**src/rtl/bp_pkg.sv**
```systemverilog
// Shared definitions for the branch outcome predictor: 2-bit counter
// encodings and the default pattern-table size.
package bp_pkg;

    typedef enum logic [1:0] {
        SNT = 2'b00,
        WNT = 2'b01,
        WT  = 2'b10,
        ST  = 2'b11
    } ctr_state_t;

    localparam int BP_IDX_BITS = 6;

    localparam logic [31:0] STAT_MAX = 32'hFFFF_FFFF;

endpackage

```
**src/rtl/sat_counter2.sv**
```systemverilog
// Next-state function of a 2-bit saturating direction counter.
module sat_counter2
    import bp_pkg::*;
(
    input  ctr_state_t i_state,
    input  logic       i_taken,
    output ctr_state_t o_next
);

    always_comb begin
        o_next = i_state;
        case (i_state)
            SNT: o_next = i_taken ? WNT : SNT;
            WNT: o_next = i_taken ? WT  : SNT;
            WT:  o_next = i_taken ? ST  : WNT;
            ST:  o_next = i_taken ? ST  : WT;
            default: o_next = i_state;
        endcase
    end

endmodule

```
**src/rtl/branch_outcome_predictor.sv**
```systemverilog
// Untagged bimodal branch predictor with misprediction pulse and saturating
// resolved-branch / misprediction statistics.
module branch_outcome_predictor
    import bp_pkg::*;
#(
    parameter int IDX_BITS = BP_IDX_BITS
) (
    input  logic        Clk,
    input  logic        Rst_n,
    input  logic [31:0] Pred_PC,
    output logic        Pred_Taken,
    input  logic        Upd_Valid,
    input  logic [31:0] Upd_PC,
    input  logic        Upd_Taken,
    input  logic        Upd_PredTaken,
    output logic        Mispredict,
    input  logic        Stat_Clear,
    output logic [31:0] Branch_Count,
    output logic [31:0] Mispredict_Count
);

    localparam int ENTRIES = 2 ** IDX_BITS;

    ctr_state_t             r_table [ENTRIES];
    logic                   r_mispredict;
    logic [31:0]            r_branch_count;
    logic [31:0]            r_mispredict_count;

    logic [IDX_BITS-1:0]    w_pred_idx;
    logic [IDX_BITS-1:0]    w_upd_idx;
    ctr_state_t             w_upd_cur;
    ctr_state_t             w_upd_next;
    logic                   w_wrong;
    logic                   w_unused_bits;

    // Word-aligned PCs: the low two bits and the bits above the index are dropped.
    assign w_pred_idx    = Pred_PC[IDX_BITS+1:2];
    assign w_upd_idx     = Upd_PC[IDX_BITS+1:2];
    assign w_unused_bits = ^{Pred_PC[31:IDX_BITS+2], Pred_PC[1:0],
                             Upd_PC[31:IDX_BITS+2], Upd_PC[1:0]};

    assign w_upd_cur = r_table[w_upd_idx];
    assign w_wrong   = Upd_Valid && (Upd_Taken != Upd_PredTaken);

    sat_counter2 u_sat_counter2 (
        .i_state (w_upd_cur),
        .i_taken (Upd_Taken),
        .o_next  (w_upd_next)
    );

    // Prediction reads the registered table, so a same-cycle update is not visible.
    assign Pred_Taken = r_table[w_pred_idx][1];

    always_ff @(posedge Clk or negedge Rst_n) begin
        if (!Rst_n) begin
            for (int i = 0; i < ENTRIES; i++) begin
                r_table[i] <= WNT;
            end
        end else if (Upd_Valid) begin
            r_table[w_upd_idx] <= w_upd_next;
        end
    end

    always_ff @(posedge Clk or negedge Rst_n) begin
        if (!Rst_n) begin
            r_mispredict <= 1'b0;
        end else begin
            r_mispredict <= w_wrong;
        end
    end

    // Stat_Clear wins over a same-edge increment; counters stick at all-ones.
    always_ff @(posedge Clk or negedge Rst_n) begin
        if (!Rst_n) begin
            r_branch_count     <= '0;
            r_mispredict_count <= '0;
        end else if (Stat_Clear) begin
            r_branch_count     <= '0;
            r_mispredict_count <= '0;
        end else begin
            if (Upd_Valid && (r_branch_count != STAT_MAX)) begin
                r_branch_count <= r_branch_count + 32'd1;
            end
            if (w_wrong && (r_mispredict_count != STAT_MAX)) begin
                r_mispredict_count <= r_mispredict_count + 32'd1;
            end
        end
    end

    assign Mispredict       = r_mispredict;
    assign Branch_Count     = r_branch_count;
    assign Mispredict_Count = r_mispredict_count;

endmodule

```
**config.mk**
```make
export PLATFORM = sky130hd
export DESIGN_NAME = branch_outcome_predictor
export DESIGN_NICKNAME = d
export VERILOG_FILES = /design/src/rtl/bp_pkg.sv /design/src/rtl/sat_counter2.sv /design/src/rtl/branch_outcome_predictor.sv
export SDC_FILE = /design/constraint.sdc
export NUM_CORES = 1
export LEC_CHECK = 0
export CAP_MARGIN = 20
export CORE_MARGIN = 8
export CORE_UTILIZATION = 30
export DETAILED_ROUTE_END_ITERATION = 10
export PLACE_DENSITY = 0.54
export SYNTH_ARGS = -nofsm -noshare
export SYNTH_HDL_FRONTEND = slang
export SYNTH_SLANG_ARGS = --single-unit
```
**constraint.sdc**
```tcl
create_clock -name Clk -period 4.3 [get_ports Clk]
set_input_delay 0.86 -clock Clk [delete_from_list [all_inputs] [get_ports Clk]]
set_output_delay 0.86 -clock Clk [all_outputs]
set_load 0.02 [all_outputs]
```
**Yosys cells after proc, flatten, opt, wreduce, memory -nomap -nowiden**

Cells that the tools add are included.

- Divide/modulo/power cells: 0
- $lt $le $gt $ge: 3
- Add/subtract/negate cells: 2
- Equal/unequal tests: 6
- Muxes and demuxes: 18
- Shift-type cells: 0
- Reductions and logical operators: 7
- Bitwise gates (word level): 2
- Multipliers: 0

Operators with widths:

| cell | number |
|---|---|
| $bwmux 128 | 1 |
| $mux 32 | 4 |
| $add 32x1->32 const B | 2 |
| $ne 32x32->1 const B | 2 |
| $bmux 2 s6 | 2 |
| $ge 7x7->1 const B | 2 |
| $mux 2 | 7 |
| $not 6->7 | 2 |
| $demux 2 s6 | 1 |
| $pmux 2 s4 | 1 |
| $lt 7x1->1 const B | 1 |
| $eq 2x2->1 const B | 2 |
| $logic_and 1x1->1 | 4 |
| $reduce_bool 2->1 | 2 |
| $eq 2x1->1 const B | 1 |
| $logic_not 2->1 | 1 |
| $mux 1 | 2 |
| $ne 1x1->1 | 1 |

- Register bits after elaboration: 193
- Bits in latches: 0
- Bits in writable memories: 0
- Bits in read-only memories: 0
- Word-level logic and storage cells: 105
- Memories: 0

**Longest topological paths before layout**

- Depth after elaboration: 7
- Mapped depth: 11

**Modules after synthesis**

A second synthesis with hierarchy kept.

- Cell total of the unflattened synthesis: 927
- Area, all modules: 10472.5 um^2

By module, submodules not included:

| module | instances | seq. area each (um^2) | area an instance (um^2) | cells each |
|---|---|---|---|---|
| branch_outcome_predictor | 1 | 4909.7 | 10446.3 | 924 |
| sat_counter2 | 1 | 0.0 | 26.3 | 3 |

**Worst setup path before layout**

Ideal clock, no wire load.

- Path type: input -> output
- Start point: in Pred_PC[2]
- End point: out Pred_Taken
- Cell stages on the path: 5
- Arrival: 3.341 ns
- Path buffers: 2
- Slack: 0.099 ns
- Required time: 3.440 ns
- Cell sequence: clkbuf_1 buf_1 mux4_2 mux4_2 mux4_2

- Word-level cells in the longest chain between the ends: 4

Ends and longest elaborated chain:

| item | line | RTL |
|---|---|---|
| start, declared | branch_outcome_predictor.sv:10 | `input logic [31:0] Pred_PC,` |
| $not 6->7 (not written as such) | branch_outcome_predictor.sv:52 | `assign Pred_Taken = r_table[w_pred_idx][1];` |
| $bmux 2 s6 | branch_outcome_predictor.sv:52 |  |
| $mux 2 (not written as such) (2 in series) | branch_outcome_predictor.sv:52 |  |
| end, declared | branch_outcome_predictor.sv:11 | `output logic Pred_Taken,` |

Every way passes these cells. The select of a mux whose other input is x is not followed.

**Final worst setup path**

- Start point: in Pred_PC[3]
- End point: out Pred_Taken

Same word-level chain as after synthesis.

==> impl_metrics.yaml <==
floorplanning:
  die_area_mm2: 0.0390
  fp.dieW_um: 197
  io_pins: 136
  die_height_um: 197
  core_area_mm2: 0.0325
  fp-row-count: 66
  initial_utilization: 0.304
worst_hold_path:
  hold_class: "input port to async pin"
placed_design:
  globalplace.congestion: 0.800
  post-place-ws_ns: -0.207
  port_buffers: 83
  detailed_place_hpwl_mm: 19.3
timing:
  worst_pin_slew_ns: 0.943
  drv_slew: 0
  whs_ns: 0.463
  period_minus_slack_ns: 4.04
  rsz0062_at_grt: "no"
  hold_viol: 0
  relSlewSlack: 0.365
  post-route-period-util: 0.940
  maxClockFrequency_mhz: 247
  finClkSkew_ns: 0.0193
  setup_ws_ns: 0.257
  setup_viol: 0
cts:
  cts_setup_buffers: 0
  numCtsBuffers: 17
  clockBufferDepth: 2
  cts_max_level: 4
  hold_buffers: 0
  path_clk_slew_ns: 0.07
  tritoncts: "done"
  clock_latency_ns: 0.45
  clkSinkCount: 193
  root_buffer: "clkbuf_16"
routing:
  ant_nets: 0
  initialDrtViolationCount: 535
  dr_total_vias: 7728
  dr.pass1.iters: 5
  maxUsedRoutingLayer: "met5"
  wl_per_cell_um: 18.1
  wl_met2_mm: 12.2
  routed_wl_mm: 28.1
  m1WireLength_mm: 13.5
  vias_per_cell: 4.99
  drc_errors: 0
  route.met3.wl_mm: 1.96
synthesis:
  ys_seq_area_frac: 0.497
  synth_most_common_cell: "nand2_1"
  syn_inst: 1001
  synthFlopType: "dfrtp_1"
  synth_common_cells: "nand2_1, dfrtp_1, nor2_1"
  synth_area_mm2: 0.00987
  synth-adder-area-share: 0.00532
  yosysTopAreaCell: "dfrtp_1"
  synth_compound_area_frac: 0.110
  synthMuxAreaShare: 0.110
  synth.avg_cell_area_um2: 9.86
  syn_nets: 1073
  ys_ff_latch: 193
  synth_top_family_by_area: "simple AND/OR/NAND/NOR gates"
  ys_top_cells_by_area: "dfrtp_1, dfstp_2, nand2_1, mux4_2, o21ai_0"
  yosys.area_share.simple: 0.197
  async_flop_share: 1.00
  synth_cell_types: 59
  synth_edf_count: 0
  synthDominantCellAreaShare: 0.327
  synthXorXnorAreaFrac: 0.0506
  yosysWarningCount: 0
pwr:
  power_switching_mw: 1.14
  power_frac_comb: 0.118
  power_density_mw_per_mm2: 350
  seq_power_share: 0.504
  p_leak_nw: 4.58
  ir_drop_mv: 0.306
  p_sw_frac: 0.273
  fin_total_pwr_mw: 4.16
  internal_power_mw: 3.03
  p_clk_frac: 0.378
worst_setup_path:
  timing_worst_setup_path_type: "input port to primary output"
  startpoint_type: "input port"
  regToRegSetupSlack_ns: 1.25
  r2r_cells: 7
  r2r_start: "r_table[51]$_DFFE_PN0P_"
  rr_endpoint: "r_table[78]$_DFFE_PN1P_"
  worstSetupEndpointType: "primary output"
  arrival_ns: 3.18
  cp_max_fo: 16
  required_ns: 3.44
layout:
  area_delta_synth_final_pct: 20.6
  nFillCells: 3282
  drive_gt1_frac: 0.164
  finalNetCount: 1167
  diodes: 0
global_route:
  grt_pass1_vias: 7771
  grt_use_total: 0.147
  grt_pass1_wl_mm: 45.3
  grt_max_degree: 92
  antenna_found_initial: 1
  gr-total-overflow: 0
job:
  max_cap_viol_count: 0
run_status:
  status: "complete, no violations"
## what timing repair did
| action | in CTS | in global routing |
|---|---|---|
| resized for setup | 1 | 1 |
| cloned | 0 | 1 |
| setup endpoints to repair | 1 | 1 |
## cell usage in the layout, fill, tap and decap left out, drive strengths merged, types with 3 or more instances in the layout
master,synthesis,layout
nand2,228,228
o21ai,139,139
dfrtp,129,129
nor2,78,78
clkdlybuf4s50,0,77
dfstp,64,64
buf,30,40
mux4,32,32
mux2i,32,32
xor2,29,29
nand3,28,28
xnor2,28,28
nand4,21,21
clkbuf,17,21
nor3,19,19
a21oi,15,15
inv,8,13
and4,11,11
and3,8,8
or3,7,7
and2,7,7
a22oi,6,6
nor4,6,6
clkinv,0,6
nor3b,5,5
a211oi,5,5
nor2b,4,4
mux2,4,4
o22ai,4,4
and3b,3,3
o2bb2ai,3,3
a21boi,3,3
## flip-flops by register name, summed over array words and instances, names as in the netlist
name	count
r_table	128
Mispredict	1
Branch_Count	32
Mispredict_Count	32
## worst max-delay path: stages
cell and delay (ns):
clkdlybuf4s50_1 0.50, buf_12 0.17, mux4_2 0.30, mux4_2 0.53
mux4_2 0.47, dlygate4sd2_1 0.34
## worst max-delay path by stage
stage / startpoint / to / slack (ns) / cells past startpoint
detailed placement: Pred_PC[2] / Pred_Taken / -0.21 / 6
global route: Pred_PC[3] / Pred_Taken / 0.24 / 6
global placement: Pred_PC[2] / Pred_Taken / -0.21 / 6
finish: Pred_PC[3] / Pred_Taken / 0.26 / 6
floorplan: Pred_PC[2] / Pred_Taken / 0.1 / 5
CTS: Pred_PC[2] / Pred_Taken / 0.01 / 6
## cell families after synthesis
family | count (synthesis)
buffers and inverters | 55
and+or+nand+nor | 432
muxes | 68
xor gates and xnor gates | 57
adders and majority gates | 4
AOI/OAI and AO/OA | 192
DFF | 193
## per-stage QoR
| stage | instances | utilization | setup TNS (ns) | cell area, um2 |
|---|---|---|---|---|
| global placement | 1516 | 0.348 | -0.209 | 11300 |
| finish | 1550 | 0.367 | 0 | 11900 |
| detailed placement | 1516 | 0.348 | -0.207 | 11300 |
| global route | 1550 | 0.367 | 0 | 11900 |
| CTS | 1548 | 0.366 | 0 | 11900 |
| floorplan | 1001 | - | 0 | 9870 |
## per-layer routing
layer / up-vias / GRT usage
met3: 28 / 0.0496
li1: 3713 / -
met2: 199 / 0.217
met1: 3786 / 0.204
met5: - / 0
met4: 2 / 0.0365
## power groups by stage
stage	registers [mW]	logic (mW)	clock network (mW)
global placement	2.13	0.492	0
detailed placement	2.13	0.500	0
finish	2.10	0.493	1.57
CTS	2.10	0.500	1.62
floorplan	2.10	0.329	0
global route	2.12	0.554	1.69
## layout make-up
cell class / count / area, um2 / share of cell area
Tap cell: 442 / 553 / 0.0465
Timing Repair Buffer: 122 / 1180 / 0.0992
Clock inverter: 14 / 126 / 0.0106
Clock buffer: 18 / 439 / 0.0369
Sequential cell: 193 / 4910 / 0.412
Multi-Input combinational cell: 753 / 4660 / 0.392
Inverter: 8 / 30.0 / 0.00252
Power figures use the tool's default switching activity.
==> patch 1: new RTL, same settings <==
The package constant `BP_IDX_BITS` goes from 6 to 5.
--- a/src/rtl/bp_pkg.sv
+++ b/src/rtl/bp_pkg.sv
@@ -9,7 +9,7 @@
         ST  = 2'b11
     } ctr_state_t;
 
-    localparam int BP_IDX_BITS = 6;
+    localparam int BP_IDX_BITS = 5;
 
     localparam logic [31:0] STAT_MAX = 32'hFFFF_FFFF;
 
Formal check against the unedited RTL: not equivalent (a bounded check fails within 4 cycles, from zero or initial values and one cycle with Rst_n low).
==> patch 1 against the unedited design <==
  * Setup slack got worse by 0.13 ns
  * Critical path depth unchanged
  * Cell area decreased by 28%
  * Sequential cell count decreased by 64
  * Routed wire length decreased by 35%
  * Area after synthesis decreased by 30%
  * Total power decreased by 13%
  * Core utilization increased by 0.94 points
  * Largest cell class is now multi-input gates
==> patch 1: results (changes against the unedited design) <==
status: "finished, final reports clean"
cp.arrival_ns: 3.32  # +0.14 ns
root_buffer: "clkbuf_16"
top_register: "r_table"
routedWlPerCell_um: 17.1  # -5.3%
reg2reg_slack_ns: 1.76  # +0.51 ns
seq_area_frac_synth_pct: 47.4  # -2.3 points
largest_reg_flops: 64  # -50%
met2_length_mm: 8.19  # -33%
nFillCells: 2253  # -31%
grt_use_met2_pct: 20.3  # -1.3 points
cpMaxStageDelayCell: "clkdlybuf4s50_1"
period_share_pct: 97.1  # +3.1 points
worst-path-max-fanout: 8  # -8
grt_max_degree: 82  # -11%
globalplace.congestion: 0.786  # -1.8%
dr.pass1.iters: 4  # -1
drive_above_1_share_pct: 15.4  # -1.1 points
ir_drop_v: 0.000290  # -5.2%
drt_iter0_markers: 273  # -49%
cts_setup_buffers: 0  # unchanged
grt_pass1_vias: 5595  # -28%
ys_warn_count: 0  # unchanged
synthTopCellsByCount: "156 x nor2_1, 97 x dfrtp_1, 64 x a21oi_1"
max_stage_delay_ns: 0.54
synth_xor_area_share_pct: 6.22  # +1.2 points
clkLatencyLatePin_ns: 0.42  # -0.03 ns
antenna_found_initial: 0  # -1
track_usage_pct: 13.3  # -1.4 points
cp-startpoint: "Pred_PC[2]"
dpl.hpwl_mm: 12.5  # -35%
hp-class: "in -> async"
htree_num_levels: 4  # unchanged
io_buffers: 81  # -2.4%
synth_adder_area_share_pct: 0.363  # -0.17 points
worstMarginPinSlew_ns: 0.840  # -0.103 ns
via_per_inst: 5.06  # +1.5%
num_antenna_cells: 0  # unchanged
grtUsageMet3_pct: 4.54  # -0.42 points
cts-resized-gates: 0  # -1
crit_family: "multiplexers"
synth-compound-area-share_pct: 10.6  # -0.39 points
leakage_nw: 3.32  # -27%
wl_met3_mm: 1.23  # -37%
met1_usage_pct: 17.6  # -2.7 points
drt-met1-wl_mm: 8.76  # -35%
routed.top_layer: "met4"
switching_power_mw: 1.07  # -5.9%
synthMuxAreaShare_pct: 8.29  # -2.7 points
hold-worst-slack_ns: 0.491  # +0.0284 ns
yosys.cell_types.count: 55  # -6.8%
r2r_start: "Mispredict_Count[23]$_DFFE_PN0P_"
finalClockSkew_ns: 0.0116  # -0.00767 ns
grt_first_pass_wirelength_mm: 30.3  # -33%
nNetsFinal: 846  # -28%
synth_nets: 769  # -28%
dp_slack_ns: 0.126  # +0.333 ns
ys_top_cells_by_area: "dfrtp_1 35%, dfstp_2 12%, nor2_1 8.5%, a21oi_1 4.6%, mux2i_1 4.2%"
==> patch 1: changes by cell type in the layout (fill, tap and decap cells not counted), sizes merged, moves of 26 or more <==
cell and delta:
a21oi +63, buf -26, dfrtp -32, dfstp -32
nand2 -198, nor2 +78, o21ai -127
==> patch 1: logic make-up after synthesis <==
family	after synthesis
xor gates and xnor gates	49
and+or+nand+nor	323
AOI/OAI and AO/OA	111
muxes	42
buffers and inverters	41
adders and majority gates	2
DFF	129
==> patch 1: power by group through the flow <==
stage | Combinational (mW) | Clock, mW | Sequential, mW
CTS | 0.583 | 1.48 | 1.59
global placement | 0.572 | 0 | 1.60
global route | 0.644 | 1.53 | 1.61
finish | 0.575 | 1.44 | 1.59
floorplan | 0.449 | 0 | 1.55
detailed placement | 0.581 | 0 | 1.61
==> patch 1: per-stage QoR <==
| step | cell area (sq um) | power (mW) | instances |
|---|---|---|---|
| after floorplan | 6900 | 2.00 | 697 |
| after global placement | 7920 | 2.18 | 1039 |
| after detailed placement | 7920 | 2.19 | 1039 |
| after CTS | 8510 | 3.65 | 1071 |
| after global routing | 8520 | 3.78 | 1072 |
| final | 8520 | 3.61 | 1072 |
==> patch 1: layout make-up <==
type | count | share of cell area, %
inverter | 7 | 0.309
multi-input combinational | 527 | 39.5
timing repair buffer | 92 | 10.7
tap | 285 | 4.19
sequential | 129 | 38.4
clock inverter | 14 | 1.70
clock buffer | 18 | 5.16
==> patch 1: worst paths after layout <==
kind	to	depth (start not counted)
max	Pred_Taken	6
min	r_table[57]$_DFFE_PN0P_	1
max reg2reg	Mispredict_Count[17]$_DFFE_PN0P_	7
min reg2reg	r_table[26]$_DFFE_PN1P_	2
max in group asynchronous	r_table[50]$_DFFE_PN1P_	2
min in group Clk	r_table[26]$_DFFE_PN1P_	2
==> patch 2: new RTL, same flow settings <==
Made on the original files. Register the output `Mispredict_Count` once more; this adds one clock of latency there. The other outputs are not delayed to match.
--- a/src/rtl/branch_outcome_predictor.sv
+++ b/src/rtl/branch_outcome_predictor.sv
@@ -89,7 +89,9 @@
 
     assign Mispredict       = r_mispredict;
     assign Branch_Count     = r_branch_count;
-    assign Mispredict_Count = r_mispredict_count;
+    always_ff @(posedge Clk) begin
+        Mispredict_Count <= r_mispredict_count;
+    end
 
 endmodule
 
Behaviour: not the same (a bounded check fails within 4 cycles, from zero or initial values and one cycle with Rst_n low).
==> patch 2 against the unedited design <==
  * Sequential share of layout area up 1.1 points
  * Clock power up 43%
  * Combinational power up 7.1%
  * Setup slack worse by 0.011 ns
  * Total power up 24%
  * Area after synthesis up 9.2%
  * Routed wire length up 1.8%
  * Cell area up 10%
  * Global-route usage down 1.1 points
  * Synthesized cell count up 4.2%
  * Sequential cell count up 32
  * Largest cell class unchanged
  * Highest routed layer is now met4
==> patch 2: results (changes against the unedited design) <==
status: "finished, final reports clean"
ir_drop_v: 0.000358  # +17%
async_reset_ff_share_pct: 85.8  # -14 points
cts_setup_buffers: 0  # unchanged
yosys.cell_types.count: 51  # -14%
postSynthCellCount: 1043  # +4.2%
grt_pass1_vias: 8208  # +5.6%
synth_top_family_by_area: "simple AND/OR/NAND/NOR gates"
met1_usage_pct: 18.6  # -1.8 points
dpl.hpwl_mm: 19.6  # +1.8%
vias: 8018  # +3.8%
final_antenna_net_count: 0  # unchanged
seq_area_frac_synth_pct: 51.5  # +1.8 points
maxCapViolations: 0  # unchanged
final_max_slew_viol_count: 0  # unchanged
finalClockSkew_ns: 0.00732  # -0.0120 ns
grtUsageMet3_pct: 4.25  # -0.71 points
ys_warn_count: 0  # unchanged
hp-class: "in -> async"
clk_pin_slew_worst_paths_ns: 0.06
clk_path_buf_depth: 3  # +1
cts-buffers-inserted: 26  # +9
root_buffer: "clkbuf_16"
htree_num_levels: 1  # -3
routedWlPerCell_um: 17.7  # -2.3%
grt_first_pass_wirelength_mm: 46.2  # +2.1%
track_usage_pct: 13.6  # -1.1 points
globalplace.congestion: 0.845  # +5.6%
clkLatencyLatePin_ns: 0.54  # +0.09 ns
synth-compound-area-share_pct: 10.5  # -0.42 points
num_antenna_cells: 0  # unchanged
top_register: "r_table"
leakage_nw: 5.08  # +11%
synthTopCellsByCount: "231 x nand2_1, 129 x dfrtp_1, 76 x nor2_1"
synthMuxAreaShare_pct: 10.5  # -0.46 points
io_buffers: 83  # unchanged
cp.arrival_ns: 3.19  # about the same
nNetsFinal: 1206  # +3.3%
antenna_found_initial: 0  # -1
placed_cells: 1566  # +3.3%
drt_iter0_markers: 518  # -3.2%
synth_adder_area_share_pct: 0.441  # -0.091 points
synth_xor_area_share_pct: 4.63  # -0.43 points
dr.pass1.iters: 6  # +1
synth_nets: 1115  # +3.9%
grt_use_met2_pct: 21.0  # -0.65 points
grt_max_degree: 95  # +3.3%
drt_wl_total_mm: 28.6  # +1.8%
ys_top_cells_by_area: "dfrtp_1 30%, dfstp_2 16%, mux4_2 8.6%, nand2_1 8.0%, dfxtp_1 5.9%"
max_slew_margin_pct: 31.6  # -4.9 points
largest_reg_flops: 128  # unchanged
drive_above_1_share_pct: 21.1  # +4.7 points
patch 2: logic make-up after synthesis:
logic type                 after synthesis
and+or+nand+nor                        456
xor gates and xnor gates                57
adders and majority gates                4
buffers and inverters                   62
DFF                                    225
AOI/OAI and AO/OA                      177
muxes                                   62
patch 2: worst paths after layout:
path,startpoint,end,slack [ns],depth (start not counted)
setup / recovery,Pred_PC[3],Pred_Taken,0.25,6
hold reg to reg,r_mispredict_count[10]$_DFFE_PN0P_,Mispredict_Count[10]$_DFF_P_,0.42,0
min in group Clk,r_mispredict_count[10]$_DFFE_PN0P_,Mispredict_Count[10]$_DFF_P_,0.42,0
hold / removal,Rst_n,r_table[49]$_DFFE_PN0P_,0.36,1
max in group asynchronous,Rst_n,r_mispredict_count[22]$_DFFE_PN0P_,2.92,2
setup reg to reg,r_table[116]$_DFFE_PN1P_,r_table[42]$_DFFE_PN1P_,1.50,8
patch 2: layer usage:
| metal | share of wire [%] | routed length (um) |
|---|---|---|
| met5 | 0 | 0 |
| met4 | 1.7 | 472 |
| met3 | 7.2 | 2070 |
| met2 | 45 | 12900 |
| met1 | 46 | 13100 |
patch 2: cell type report:
cell class	count	area (sq um)
clock buffer	33	728
clock inverter	15	159
fill	3550	22400
inverter	9	33.8
multi-input combinational	756	4920
sequential	225	5550
tap	461	577
timing repair buffer	116	1160
patch 2: power breakdown:
part           leakage, nW  internal, mW  switching [mW]
logic                 1.93         0.213           0.315
registers             2.72          2.30          0.0764
clock network        0.430          1.33           0.916
total                 5.08          3.84            1.31
patch 2: critical path, stage by stage:
cell,delay (ns)
clkdlybuf4s50_1,0.51
buf_12,0.17
mux4_2,0.30
mux4_2,0.50
mux4_2,0.50
dlygate4sd2_1,0.34
patch 2: repair_timing:
item                       in CTS  in global routing
setup endpoints to repair       1                  1
gates cloned                    0                  1
resized for setup               1                  1
pin swaps                       0                  0
patch 2: through the flow:
step           total power, mW  instance area, sq um  hold slack, ns  utilization (%)  worst slack [ns]
5_1_grt                   5.38                 13100           0.435             37.0             0.217
3_5_place_dp              2.95                 12200           0.408             34.4            -0.206
4_1_cts                   5.23                 13100           0.423             36.9          0.000912
6_report                  5.15                 13100           0.364             37.0             0.245
2_1_floorplan             2.75                 10800           0.369                -            0.0990
3_3_place_gp              2.93                 12200           0.406             34.4            -0.213
